==> src/rtl/input_cond_pkg.sv <==
// Shared defaults and sizing helpers for the input conditioner and its channels.
package input_cond_pkg;

   localparam int DEF_STABLE_TICKS = 4;
   localparam int DEF_REPEAT_DELAY = 32;
   localparam int DEF_REPEAT_RATE  = 8;

   // Width of a counter holding 0..max_val, never narrower than one bit.
   function automatic int cnt_width(input int max_val);
      return (max_val < 1) ? 1 : $clog2(max_val + 1);
   endfunction

endpackage

==> src/rtl/debounce_channel.sv <==
// One debounced input: 2-FF synchroniser, stable-tick counter, registered edge pulses.
module debounce_channel
   import input_cond_pkg::*;
#(
   parameter int STABLE_TICKS = DEF_STABLE_TICKS
) (
   input  logic clk,
   input  logic reset,
   input  logic tick,
   input  logic raw,
   output logic level,
   output logic rise,
   output logic fall
);

   localparam int                 CNT_W    = cnt_width(STABLE_TICKS);
   localparam logic [CNT_W-1:0]   CNT_LAST = CNT_W'(STABLE_TICKS - 1);

   logic             raw_p0;
   logic             raw_p1;
   logic [CNT_W-1:0] cnt;
   logic             accept;

   // The last differing tick of a run both accepts the new level and fires the pulse.
   assign accept = tick && (raw_p1 != level) && (cnt == CNT_LAST);

   always_ff @(posedge clk or posedge reset) begin
      if (reset) begin
         raw_p0 <= 1'b0;
         raw_p1 <= 1'b0;
         cnt    <= '0;
         level  <= 1'b0;
         rise   <= 1'b0;
         fall   <= 1'b0;
      end else begin
         // p0 -> p1: synchroniser stages
         raw_p0 <= raw;
         raw_p1 <= raw_p0;
         // p1 -> accepted level and pulses
         rise   <= accept && raw_p1;
         fall   <= accept && !raw_p1;
         if (tick) begin
            if (raw_p1 == level) begin
               cnt <= '0;
            end else if (cnt == CNT_LAST) begin
               level <= raw_p1;
               cnt   <= '0;
            end else begin
               cnt <= cnt + 1'b1;
            end
         end
      end
   end

endmodule

==> src/rtl/input_conditioner.sv <==
// Debounces N_BTN buttons and N_SW switches on clk, strobed by a synchronised debounce_clk;
// adds press/release/auto-repeat pulses for buttons and a change pulse for the switch bank.
module input_conditioner
   import input_cond_pkg::*;
#(
   parameter int N_BTN        = 2,
   parameter int N_SW         = 8,
   parameter int STABLE_TICKS = DEF_STABLE_TICKS,
   parameter int REPEAT_DELAY = DEF_REPEAT_DELAY,
   parameter int REPEAT_RATE  = DEF_REPEAT_RATE,
   parameter bit SW_REVERSE   = 1'b1
) (
   input  logic             clk,
   input  logic             reset,
   input  logic             debounce_clk,
   input  logic [N_BTN-1:0] btn_raw,
   input  logic [N_SW-1:0]  sw_raw,
   output logic [N_BTN-1:0] btn_level,
   output logic [N_BTN-1:0] btn_press,
   output logic [N_BTN-1:0] btn_release,
   output logic [N_BTN-1:0] btn_repeat,
   output logic [N_SW-1:0]  sw_level,
   output logic             sw_changed
);

   logic            dclk_p0;
   logic            dclk_p1;
   logic            dclk_p2;
   logic            tick;
   logic [N_SW-1:0] sw_acc;
   logic [N_SW-1:0] sw_rise;
   logic [N_SW-1:0] sw_fall;

   always_ff @(posedge clk or posedge reset) begin
      if (reset) begin
         dclk_p0 <= 1'b0;
         dclk_p1 <= 1'b0;
         dclk_p2 <= 1'b0;
      end else begin
         // p0 -> p1: synchroniser, p2: edge-detect history
         dclk_p0 <= debounce_clk;
         dclk_p1 <= dclk_p0;
         dclk_p2 <= dclk_p1;
      end
   end

   assign tick = dclk_p1 && !dclk_p2;

   for (genvar i = 0; i < N_BTN; i++) begin : gen_btn
      debounce_channel #(.STABLE_TICKS(STABLE_TICKS)) u_chan (
         .clk   (clk),
         .reset (reset),
         .tick  (tick),
         .raw   (btn_raw[i]),
         .level (btn_level[i]),
         .rise  (btn_press[i]),
         .fall  (btn_release[i])
      );
   end

   for (genvar i = 0; i < N_SW; i++) begin : gen_sw
      localparam int OUT_IDX = SW_REVERSE ? (N_SW - 1 - i) : i;
      debounce_channel #(.STABLE_TICKS(STABLE_TICKS)) u_chan (
         .clk   (clk),
         .reset (reset),
         .tick  (tick),
         .raw   (sw_raw[i]),
         .level (sw_acc[i]),
         .rise  (sw_rise[i]),
         .fall  (sw_fall[i])
      );
      assign sw_level[OUT_IDX] = sw_acc[i];
   end

   // Pulses are registered inside the channels, so this lines up with sw_level.
   assign sw_changed = |(sw_rise | sw_fall);

   if (REPEAT_DELAY > 0) begin : gen_repeat
      localparam int                HOLD_MAX   = (REPEAT_DELAY > REPEAT_RATE) ? REPEAT_DELAY
                                                                              : REPEAT_RATE;
      localparam int                HOLD_W     = cnt_width(HOLD_MAX);
      localparam logic [HOLD_W-1:0] DELAY_LAST = HOLD_W'(REPEAT_DELAY - 1);
      localparam logic [HOLD_W-1:0] RATE_LAST  = HOLD_W'(REPEAT_RATE - 1);

      logic tick_p3;

      // p3: tick delayed so the hold counters see levels already updated by it
      always_ff @(posedge clk or posedge reset) begin
         if (reset) tick_p3 <= 1'b0;
         else       tick_p3 <= tick;
      end

      for (genvar b = 0; b < N_BTN; b++) begin : gen_rep_btn
         logic [HOLD_W-1:0] hold;
         logic              repeating;
         logic              rep_q;

         // After the first pulse the counter restarts from zero and uses the rate threshold.
         always_ff @(posedge clk or posedge reset) begin
            if (reset) begin
               hold      <= '0;
               repeating <= 1'b0;
               rep_q     <= 1'b0;
            end else if (!btn_level[b] || btn_press[b]) begin
               hold      <= '0;
               repeating <= 1'b0;
               rep_q     <= 1'b0;
            end else if (tick_p3) begin
               if (hold == (repeating ? RATE_LAST : DELAY_LAST)) begin
                  rep_q     <= 1'b1;
                  hold      <= '0;
                  repeating <= 1'b1;
               end else begin
                  rep_q <= 1'b0;
                  hold  <= hold + 1'b1;
               end
            end else begin
               rep_q <= 1'b0;
            end
         end

         assign btn_repeat[b] = rep_q;
      end
   end else begin : gen_no_repeat
      assign btn_repeat = '0;
   end

endmodule

==> config.mk <==
export PLATFORM = sky130hd
export DESIGN_NAME = input_conditioner
export DESIGN_NICKNAME = d
export VERILOG_FILES = /design/src/rtl/input_cond_pkg.sv /design/src/rtl/debounce_channel.sv /design/src/rtl/input_conditioner.sv
export SDC_FILE = /design/constraint.sdc
export NUM_CORES = 1
export LEC_CHECK = 0
export BUFFER_PORTS_ARGS = -buffer_cell sky130_fd_sc_hd__buf_4
export CORE_UTILIZATION = 37
export CTS_BUF_LIST = sky130_fd_sc_hd__clkbuf_4
export DETAILED_ROUTE_END_ITERATION = 6
export REMOVE_ABC_BUFFERS = 1
export SLEW_MARGIN = 20
export SYNTH_ARGS = -nofsm -noshare
export SYNTH_HDL_FRONTEND = slang
export SYNTH_SLANG_ARGS = --single-unit
==> constraint.sdc <==
create_clock -name clk -period 3.55 [get_ports clk]
set_input_delay 0.355 -clock clk [delete_from_list [all_inputs] [get_ports clk]]
set_output_delay 0.355 -clock clk [all_outputs]
set_load 0.005 [all_outputs]
==> run metrics <==
status finished with violations; failing checks negative hold slack; Pwr Density approximately 540 nW/um^2; Worst-path clk slew about 0.17 ns; switch share 0.323; period utilization 0.544; hold crit path type in -> async; Non-Filler Instances approximately 530; Root Buffer Master clkbuf_4; main combinational cell family by area after synthesis simple AND/OR/NAND/NOR gates; drt wl/cell ~12 um; Internal Pwr Total about 1.7 mW; global routing usage on met2 0.210; CTS Hold Bufs 11; unrepaired setup endpoints after global routing no; Core Region approximately 11000 um^2; adder-cell area share of the yosys netlist 0.0365; Hold Vio Cnt, Final 14; Fmax achieved 0.518 GHz; CTS tree built; crit-path cells nor4_1 > nand4_1 > buf_4; Synth warnings 0; Layout Skew 0.0194 ns; number of global-route vias before repair roughly 2600; Total GRT Usage 0.133; asr flop ratio synth 1.00; post-synth design cell area 4110 um^2; Worst-Margin Slew approximately 0.7 ns; minimum clock period just under 2 ns; Startpoint Class flop; hold_ws -0.0105 ns; maximum level of the CTS H-tree 3; fraction of synthesized cell area in xor and xnor cells 0.0298; Port-buffer cells 29; most common cell after layout, fill and taps aside dfrtp_1; DRC 0; GPL Wtd Cong 0.803; Via density about 4.8; met1 GRT Util 0.170; crit path capture type output pin; Mapped Cells between 300 and 400; post-CTS setup buffer count 0; share of cells above drive strength 1 0.165; Clk pwr share 0.228; Iteration-0 DRC Markers between 60 and 70; first-pass iteration count of the detailed router 5; clk sink count 100; most used routing layer in global routing met2; Clock Latency Late Sink around 0.47 ns; Die Area 11500 um^2; grt total ovfl 0; vias ~2500; Seq/Total Area, Yosys 0.609; maximum number of pins on one net before global-route repair 81; post-synthesis simple-gate area fraction 0.178; Worst Path Arrival ~1.6 ns; DIE WIDTH between 100 and 150 um; row count 38; maximum root-to-sink buffer count 2; Max-Cap Viols 0; post-CTS sizing 0; setup tns final 0 ns; drt total wl between 6000 and 7000 um; Worst slew margin 0.529; Slew Viols, Final 0; first-pass GRT wire length 11900 um; WP data required roughly 3.2 ns; Starting Density 0.379; Critical Path Fanout Max 1; combinational share of power 0.200; worst vdd ir between 200 and 300 uV; Die H about 110 um; part of the power in registers 0.572; compound-cell area share of the yosys netlist 0.0649; Area Overhead vs Synth 12.5%; placed cells roughly 500; Syn Area/Cell approximately 12 um^2; Critical-path top delay cell dfrtp_1; post-synthesis register bit count 100; Largest stage delay, worst path about 0.4 ns; Filler cells approximately 1000; ys flop type dfrtp_1; Crit Path Class reg -> out; Global Route met3 Usage 0.0496; DP HPWL between 4000 and 5000 um; Unique masters post-synth 38; TritonCTS Buffers 9; I/O pin count 30; Routed Antenna Nets 0; final setup fails 0; nets between 400 and 500; post-synthesis mux area share 0.0298; initial antenna violation count 0; EDFF count, synth 0; Switch Pwr 0.813 mW; Antenna Cells 0; most frequent cells in the layout dfrtp_1 (100), nand2_1 (37), buf_4 (32); Lkg Pwr between 2 and 2.5 nW
-- layer usage --
layer / part of all wire / vias to the layer above
met3: 0.040 / 10
li1: - / 1259
met1: 0.49 / 1229
met5: 0 / -
met2: 0.46 / 38
met4: 0.013 / 0
-- power by group through the flow --
stage / Combinational [mW] / Clock [mW] / Sequential [mW]
finish: 0.503 / 0.575 / 1.44
CTS: 0.511 / 0.602 / 1.44
global placement: 0.483 / 0 / 1.46
global route: 0.590 / 0.640 / 1.47
floorplan: 0.326 / 0 / 1.43
detailed placement: 0.504 / 0 / 1.46
-- layout make-up --
class,instances,area [um^2],share of cell area
inverters,15,61.3,0.0133
clock inverters,7,70.1,0.0152
repair buffers,43,350,0.0758
clock buffers,9,67.6,0.0146
flip-flops and latches,100,2500,0.541
multi-input cells,215,1400,0.302
well taps,140,175,0.0379
-- path summary, 6_finish.rpt --
path,startpoint,end,slack (ns),cells past startpoint
setup / recovery,gen_sw[4].u_chan.fall,sw_changed,1.62,3
hold / removal,reset,gen_repeat.gen_rep_btn[1].hold[0],-0.01,2
setup reg to reg,dclk_p2,gen_btn[0].u_chan.level,1.75,4
hold reg to reg,gen_sw[0].u_chan.raw_p0,gen_sw[0].u_chan.raw_p1,0.37,0
max in group asynchronous,reset,gen_sw[0].u_chan.raw_p1,2.80,3
min in group clk,gen_sw[0].u_chan.raw_p0,gen_sw[0].u_chan.raw_p1,0.37,0
-- stage by stage --
step	setup slack, ns	power, mW	area, um^2	utilization	hold slack (ns)
2_1_floorplan	0.576	1.76	3950	-	0.331
3_3_place_gp	1.79	1.94	4370	0.403	0.333
3_5_place_dp	1.76	1.96	4370	0.403	0.336
4_1_cts	1.52	2.56	4620	0.426	0.110
5_1_grt	1.50	2.70	4620	0.426	0.0295
6_report	1.62	2.52	4620	0.426	-0.0105
-- cell usage after synthesis, drive strengths merged (3+ instances only) --
cell type  instances  area share
dfrtp            100        0.61
nand2             37       0.034
buf               21       0.036
o21ai             20       0.024
nand2b            19       0.030
inv               15       0.014
nand3             15       0.018
xor2              14       0.030
ha                12       0.037
mux2              10       0.027
nor2              10      0.0091
nor4              10       0.015
nor3b              8       0.015
and3               7       0.011
or3                7       0.011
a21boi             6       0.011
a21oi              6      0.0082
nor2b              6      0.0091
nand4              5      0.0076
nand3b             4      0.0073
o22ai              3      0.0046
-- state kept, by name, indices dropped and copies added (netlist names) --
signal and cells:
gen_repeat.gen_rep_btn.rep_q 2, gen_sw.u_chan.raw_p0 8, gen_btn.u_chan.fall 2, gen_btn.u_chan.raw_p1 2, gen_btn.u_chan.cnt 6, dclk_p2 1, dclk_p0 1, gen_repeat.gen_rep_btn.repeating 2
gen_sw.u_chan.rise 8, gen_sw.u_chan.level 8, gen_btn.u_chan.raw_p0 2, dclk_p1 1, gen_repeat.gen_rep_btn.hold 12, gen_sw.u_chan.fall 8, gen_btn.u_chan.rise 2, gen_sw.u_chan.cnt 24
gen_repeat.tick_p3 1, gen_btn.u_chan.level 2, gen_sw.u_chan.raw_p1 8
-- cells by family after synthesis --
kind of cell / Yosys count
and+or+nand+nor: 135
AOI/OAI and AO/OA: 43
buffers and inverters: 38
muxes: 11
xor gates and xnor gates: 14
adders and majority gates: 12
DFF: 100
-- worst max-delay path: cells and delay by family, from the launching register on --
kind	cells	cell delay (ns)
simple gates	2	0.53
flops	1	0.40
buf+inv	1	0.18
(Power assumes the default switching activity.)
